$ cat src/rtl/pipe_ctrl_pkg.sv
// Shared encodings and constants for the ID-stage hazard controller.
package pipe_ctrl_pkg;

  typedef enum logic {
    ST_RUN   = 1'b0,
    ST_STALL = 1'b1
  } state_t;

  localparam int REG_ZERO = 0;

  // Stall lengths per hazard class (cycles the ID instruction must wait)
  localparam int STALL_LOAD_USE    = 1;
  localparam int STALL_BR_ALU      = 1;
  localparam int STALL_BR_LOAD     = 2;
  localparam int STALL_BR_LOAD_MEM = 1;

endpackage

$ cat src/rtl/hazard_need_calc.sv
// Combinational hazard classification: register matches against EX and EX/MEM
// and the number of stall cycles the ID instruction needs.
module hazard_need_calc
  import pipe_ctrl_pkg::*;
#(
  parameter int REG_ADDR_W = 5,
  parameter int CNT_W      = 2
) (
  input  logic [REG_ADDR_W-1:0] rs_id,
  input  logic [REG_ADDR_W-1:0] rt_id,
  input  logic                  uses_rt_id,
  input  logic                  is_branch_id,
  input  logic [REG_ADDR_W-1:0] rd_ex,
  input  logic                  reg_write_ex,
  input  logic                  mem_read_ex,
  input  logic [REG_ADDR_W-1:0] rd_ex_m,
  input  logic                  reg_write_ex_m,
  input  logic                  mem_read_ex_m,
  output logic [CNT_W-1:0]      need,
  output logic                  match_a_ex_m,
  output logic                  match_b_ex_m
);

  localparam logic [REG_ADDR_W-1:0] ZERO = REG_ADDR_W'(REG_ZERO);

  logic match_a_ex, match_b_ex, match_ex, match_ex_m;

  assign match_a_ex   = (rd_ex != ZERO) && (rd_ex == rs_id);
  assign match_b_ex   = (rd_ex != ZERO) && (rd_ex == rt_id) && uses_rt_id;
  assign match_a_ex_m = (rd_ex_m != ZERO) && (rd_ex_m == rs_id);
  assign match_b_ex_m = (rd_ex_m != ZERO) && (rd_ex_m == rt_id) && uses_rt_id;
  assign match_ex     = match_a_ex || match_b_ex;
  assign match_ex_m   = match_a_ex_m || match_b_ex_m;

  // A load in EX feeding the comparator dominates any EX/MEM condition
  always_comb begin
    need = '0;
    if (is_branch_id && mem_read_ex && match_ex)
      need = CNT_W'(STALL_BR_LOAD);
    else if (!is_branch_id && mem_read_ex && match_ex)
      need = CNT_W'(STALL_LOAD_USE);
    else if (is_branch_id && reg_write_ex && !mem_read_ex && match_ex)
      need = CNT_W'(STALL_BR_ALU);
    else if (is_branch_id && mem_read_ex_m && match_ex_m)
      need = CNT_W'(STALL_BR_LOAD_MEM);
  end

endmodule

$ cat src/rtl/id_hazard_controller.sv
// ID-stage hazard sequencing: stall FSM, flush/bypass decode.
// Optional stall cycle counter enabled by HAZARD_PERF_COUNTER_EN.
module id_hazard_controller
  import pipe_ctrl_pkg::*;
#(
  parameter int REG_ADDR_W = 5,
  parameter int MAX_STALL  = 2
) (
  input  logic                  clk,
  input  logic                  reset,
  input  logic [REG_ADDR_W-1:0] rs_id,
  input  logic [REG_ADDR_W-1:0] rt_id,
  input  logic                  uses_rt_id,
  input  logic                  is_branch_id,
  input  logic                  branch_taken_id,
  input  logic [REG_ADDR_W-1:0] rd_ex,
  input  logic                  reg_write_ex,
  input  logic                  mem_read_ex,
  input  logic [REG_ADDR_W-1:0] rd_ex_m,
  input  logic                  reg_write_ex_m,
  input  logic                  mem_read_ex_m,
  input  logic                  ext_hold,
  output logic                  pc_write,
  output logic                  if_id_write,
  output logic                  if_id_flush,
  output logic                  id_ex_bubble,
  output logic                  forward_a_id,
  output logic                  forward_b_id,
  output logic                  stall_active
`ifdef HAZARD_PERF_COUNTER_EN
  ,
  input  logic                  stall_cycles_clr,
  output logic [31:0]           stall_cycles
`endif
);

  localparam int CNT_W = $clog2(MAX_STALL + 1);

  state_t           state, state_n;
  logic [CNT_W-1:0] cnt, cnt_n;
  logic [CNT_W-1:0] need;
  logic             match_a_ex_m, match_b_ex_m;
  logic             stall_req;

  hazard_need_calc #(
    .REG_ADDR_W(REG_ADDR_W),
    .CNT_W     (CNT_W)
  ) u_need (
    .rs_id         (rs_id),
    .rt_id         (rt_id),
    .uses_rt_id    (uses_rt_id),
    .is_branch_id  (is_branch_id),
    .rd_ex         (rd_ex),
    .reg_write_ex  (reg_write_ex),
    .mem_read_ex   (mem_read_ex),
    .rd_ex_m       (rd_ex_m),
    .reg_write_ex_m(reg_write_ex_m),
    .mem_read_ex_m (mem_read_ex_m),
    .need          (need),
    .match_a_ex_m  (match_a_ex_m),
    .match_b_ex_m  (match_b_ex_m)
  );

  always_ff @(posedge clk or posedge reset) begin
    if (reset) begin
      state <= ST_RUN;
      cnt   <= '0;
    end else begin
      state <= state_n;
      cnt   <= cnt_n;
    end
  end

  // In STALL the committed length runs out regardless of the current `need`
  assign stall_req = (state == ST_STALL) || (need != '0);

  always_comb begin
    state_n      = state;
    cnt_n        = cnt;
    pc_write     = 1'b1;
    if_id_write  = 1'b1;
    if_id_flush  = 1'b0;
    id_ex_bubble = 1'b0;
    forward_a_id = 1'b0;
    forward_b_id = 1'b0;
    stall_active = (state == ST_STALL);

    if (!ext_hold) begin
      case (state)
        ST_RUN: if (need > CNT_W'(1)) begin
          state_n = ST_STALL;
          cnt_n   = need - CNT_W'(1);
        end
        ST_STALL: if (cnt <= CNT_W'(1)) begin
          state_n = ST_RUN;
          cnt_n   = '0;
        end else begin
          cnt_n = cnt - CNT_W'(1);
        end
        default: state_n = ST_RUN;
      endcase
    end

    if (reset) begin
      pc_write     = 1'b0;
      if_id_write  = 1'b0;
      id_ex_bubble = 1'b1;
      stall_active = 1'b0;
    end else if (ext_hold) begin
      pc_write    = 1'b0;
      if_id_write = 1'b0;
    end else if (stall_req) begin
      pc_write     = 1'b0;
      if_id_write  = 1'b0;
      id_ex_bubble = 1'b1;
    end else begin
      if_id_flush = is_branch_id && branch_taken_id;
    end

    if (!reset && !stall_req) begin
      forward_a_id = reg_write_ex_m && !mem_read_ex_m && match_a_ex_m;
      forward_b_id = reg_write_ex_m && !mem_read_ex_m && match_b_ex_m;
    end
  end

`ifdef HAZARD_PERF_COUNTER_EN
  always_ff @(posedge clk or posedge reset) begin
    if (reset)
      stall_cycles <= '0;
    else if (stall_cycles_clr)
      stall_cycles <= '0;
    else if (id_ex_bubble && (stall_cycles != '1))
      stall_cycles <= stall_cycles + 32'd1;
  end
`endif

endmodule

$ cat config.mk
export PLATFORM = sky130hd
export DESIGN_NAME = id_hazard_controller
export DESIGN_NICKNAME = d
export VERILOG_FILES = /design/src/rtl/pipe_ctrl_pkg.sv /design/src/rtl/hazard_need_calc.sv /design/src/rtl/id_hazard_controller.sv
export SDC_FILE = /design/constraint.sdc
export NUM_CORES = 1
export LEC_CHECK = 0
export CAP_MARGIN = 20
export CORE_MARGIN = 2
export CORE_UTILIZATION = 33
export DETAILED_ROUTE_END_ITERATION = 8
export PLACE_DENSITY = 0.78
export SYNTH_ARGS = -nofsm -noshare
export SYNTH_HDL_FRONTEND = slang
export SYNTH_SLANG_ARGS = --single-unit
$ cat constraint.sdc
create_clock -name clk -period 3.2 [get_ports clk]
set_clock_uncertainty 0.2 [all_clocks]
set_input_delay 0.64 -clock clk [delete_from_list [all_inputs] [get_ports clk]]
set_output_delay 0.64 -clock clk [all_outputs]
set_load 0.1 [all_outputs]
==> results of run 1 <==
[metal layers]
metal	part of all wire (%)	vias to the layer above	GRT usage [%]
met5	0	-	0
met4	3.5	0	15.6
met3	9.1	12	6.38
met2	53	47	54.8
met1	34	380	31.3
li1	-	354	-
[cells in the mapped netlist, drive strengths merged]
library cell,number
xnor2,13
xor2,7
nor3,4
dfrtp,3
nand2,3
nor2,3
o211ai,3
nand2b,2
nand3,2
nand4,2
nor2b,2
nor4,2
o21ai,2
or4,2
a2111o,1
a21oi,1
a2bb2oi,1
buf,1
inv,1
nand3b,1
nor4bb,1
o211a,1
o32ai,1
or3,1
[critical path, cell delays in order]
cell                       delay (ns)
sky130_fd_sc_hd__buf_6           0.09
sky130_fd_sc_hd__or4_4           0.54
sky130_fd_sc_hd__o211ai_2        0.21
sky130_fd_sc_hd__nor4_2          0.05
sky130_fd_sc_hd__a2111o_1        0.38
sky130_fd_sc_hd__buf_6           0.17
sky130_fd_sc_hd__nor4_4          0.19
sky130_fd_sc_hd__buf_12          0.21
[layout by cell type, fill, tap and decap left out, drive strengths merged, types with 2 or more instances in the layout]
master,count
dfrtp,3
nand4,2
xnor2,13
or4,2
nor2,3
dlygate4sd2,10
nand2,3
clkdlybuf4s50,9
o211ai,3
nor2b,2
nor3,4
nand3,2
dlymetal6s2s,2
xor2,7
buf,40
o21ai,2
nand2b,2
clkbuf,6
nor4,2
[sequential cells by signal, indices dropped and copies added (netlist names)]
signal and cells:
cnt 2, state 1
[cells by family after synthesis]
group                  Yosys count  share of synthesized area [%]
AND/OR/NAND/NOR                 25                           30.6
XOR/XNOR                        20                           35.4
AO/OA/AOI/OAI                   10                           16.5
flip-flops                       3                           15.2
buffers and inverters            2                           2.28
[repair_timing]
action	in CTS	in global routing
endpoints found under the setup margin	6	6
setup buffers	4	3
resized for setup	51	6
cloned	0	0
pin swaps	17	5
[where the power goes]
part | switching, mW | internal, mW | leakage, nW | total (mW)
Sequential | 0.00261 | 0.0422 | 0.0410 | 0.0448
Clock | 0.0209 | 0.0468 | 0.0150 | 0.0677
Combinational | 0.0847 | 0.0870 | 0.502 | 0.172
[area by class of cell]
class	count	area (µm²)	area share, %
Tap cell	15	18.8	1.50
Inverter	1	3.75	0.300
Timing Repair Buffer	63	618	49.4
Multi-Input combinational cell	55	510	40.8
Clock buffer	4	26.3	2.10
Sequential cell	3	75.1	5.99
[path summary, 6_finish.rpt]
path,from,endpoint,slack (ns)
worst min-delay path,cnt[0]$_DFFE_PP0P_,cnt[0]$_DFFE_PP0P_,0.34
min in group asynchronous,reset,state$_DFFE_PP0N_,0.49
worst max register to register,state$_DFFE_PP0N_,cnt[1]$_DFFE_PP0P_,1.81
worst min register to register,cnt[0]$_DFFE_PP0P_,cnt[0]$_DFFE_PP0P_,0.34
worst max-delay path,rd_ex_m[3],forward_b_id,-0.13
max in group asynchronous,reset,cnt[0]$_DFFE_PP0P_,2.12
[through the flow]
stage                     TNS [ns]  std cells  hold slack, ns  worst slack [ns]  instance area (µm²)
final                       -0.480        141           0.339            -0.129                 1250
after CTS                   -0.642        138           0.344            -0.166                 1220
after detailed placement     -3.18        130           0.337            -0.566                 1130
after global routing        -0.828        141           0.366            -0.187                 1250
after global placement       -2.90        130           0.293            -0.511                 1130
after floorplan              -2.69         60           0.211            -0.723                  556
==> metrics.log, run 1 <==
INFO  metric status = finished with violations
INFO  metric violations_in_the_final_reports = negative setup slack
INFO  metric antenna-diode-count = 0
INFO  metric tritoncts_num_sinks = 3
INFO  metric grt-ovfl-total = 0
INFO  metric postRouteAntennaNets = 0
INFO  metric post_synth.cell_area_avg = 8.24 µm²
INFO  metric power = 284 µW
INFO  metric worst-setup-path-type = input port to output pin
INFO  metric leakage = 0.558 nW
INFO  metric drt-initial-drc-count = 20
INFO  metric timing_hold_violations_final = 0
INFO  metric worst-slew-pin-transition = 0.337 ns
INFO  metric io_pins = 37
INFO  metric chipHeight = 42.7 µm
INFO  metric layout.core_utilization = 92.8%
INFO  metric core_area = 1350 µm²
INFO  metric area_delta_synth_final = 153%
INFO  metric clk_pin_slew_worst_paths = 0.03 ns
INFO  metric min_clock_period_post_route = 3.33 ns
INFO  metric cts_hold_buffers = 0
INFO  metric timing_max_transition_violations_final = 0
INFO  metric filler_cell_count = 56
INFO  metric cts_tree = done
INFO  metric die_area = 1820 µm²
INFO  metric ir_worst_vdd = 0.298 mV
INFO  metric route.vias.total = 793
INFO  metric synth_sequential_area_ratio = 15.2%
INFO  metric crit_fanout = 3
INFO  metric cell_type_contributing_the_most_total_cell_area_after_synthesis = sky130_fd_sc_hd__xnor2_1
INFO  metric cts.htree.levels = 1
INFO  metric critical_path_arrival = 2.49 ns
INFO  metric yosys_warnings = 0
INFO  metric critical_path.startpoint_type = input port
INFO  metric wl_per_cell = 18.9 µm
INFO  metric number_of_detailed_routing_iterations_run_before_antenna_repair = 4
INFO  metric yosys.cell_types.count = 27
INFO  metric initial_utilization = 36.6%
INFO  metric clockBufferDepth = 2
INFO  metric fin_crit_sh = 104%
INFO  metric initial_antenna_violation_count = 0
INFO  metric grt_usage = 30.0%
INFO  metric clock_latency = 0.24 ns
INFO  metric worst_ep_required_time = 2.36 ns
INFO  metric timing.max_cap.violations = 0
INFO  metric syn_area = 494 µm²
INFO  metric clockRootBuffer = sky130_fd_sc_hd__clkbuf_4
INFO  metric fraction_of_final_layout_cells_with_drive_strength_greater_than_1 = 46.8%
INFO  metric fin_nets = 157
INFO  metric dp_hpwl = 1.84 mm
INFO  metric drt_drc_violations_left = 0
INFO  metric setup_violating_endpoint_count_in_the_final_report = 6
INFO  metric maxClockFrequency = 300 MHz
INFO  metric worst_hold_path_type = register to register
INFO  metric first_global_vias = 850
INFO  metric gpl.final_weighted_congestion = 0.868
INFO  metric ys_top_cells_by_area = sky130_fd_sc_hd__xnor2_1 23%, sky130_fd_sc_hd__dfrtp_1 15%, sky130_fd_sc_hd__xor2_1 12%
INFO  metric power.density_cell_area = 227 nW/µm²
INFO  metric maximum_number_of_pins_on_one_net_before_global_route_repair = 7
INFO  metric postLayoutSetupSlackWorst = -0.129 ns
INFO  metric relative_slew_slack = 77.3%
INFO  metric chipWidth = 42.7 µm
INFO  metric rows = 13
INFO  metric share_of_yosys_cell_area_claimed_by_the_top_area_cell_type = 23.0%
INFO  metric cts-buffers-inserted = 3
INFO  metric cell_count_of_the_worst_hold_path = 2
INFO  metric flip_flop_and_latch_count_after_synthesis = 3
INFO  metric rsz_0062_raised_after_global_routing = true
INFO  metric totalWireLength = 2.66 mm
INFO  metric crit_path_end_kind = output pin
INFO  metric syn_nets = 90
INFO  metric rr_worst_depth = 3
INFO  metric io_buffer_count = 36
INFO  metric viasPerCell = 5.62
INFO  metric netlist_instances = 60
INFO  metric grt_first_pass_wirelength = 3.97 mm
(Power assumes the default switching activity.)
==> run 2, diff against run 1 <==
Settings changed: CAP_MARGIN 20 to default.
Clock period 3.2 ns to 3.3 ns, I/O delays scaled along.
==> results of run 2 <==
The final DEF is identical to that of run 1. Status: finished with violations: negative setup slack.
Among the figures that moved: setup slack after placement -0.566 ns -> -0.506 ns; setup slack after layout -0.129 ns -> -0.0695 ns; setup TNS -0.480 ns -> -0.154 ns; number of setup violations in the final report 6 -> 3; register-to-register setup slack 1.81 ns -> 1.91 ns; total power 0.284 mW -> 0.276 mW; worst IR drop on VDD 0.298 mV -> 0.289 mV
==> run 3, diff against run 2 <==
Settings changed: CTS_CLUSTER_DIAMETER from default to 80.
==> results of run 3 <==
The final DEF is identical to that of run 1. Status: finished with violations: negative setup slack.
Among the figures that moved: setup slack after placement -0.566 ns -> -0.506 ns; setup slack after layout -0.129 ns -> -0.0695 ns; setup TNS -0.480 ns -> -0.154 ns; number of setup violations in the final report 6 -> 3; register-to-register setup slack 1.81 ns -> 1.91 ns; total power 0.284 mW -> 0.276 mW; worst IR drop on VDD 0.298 mV -> 0.289 mV
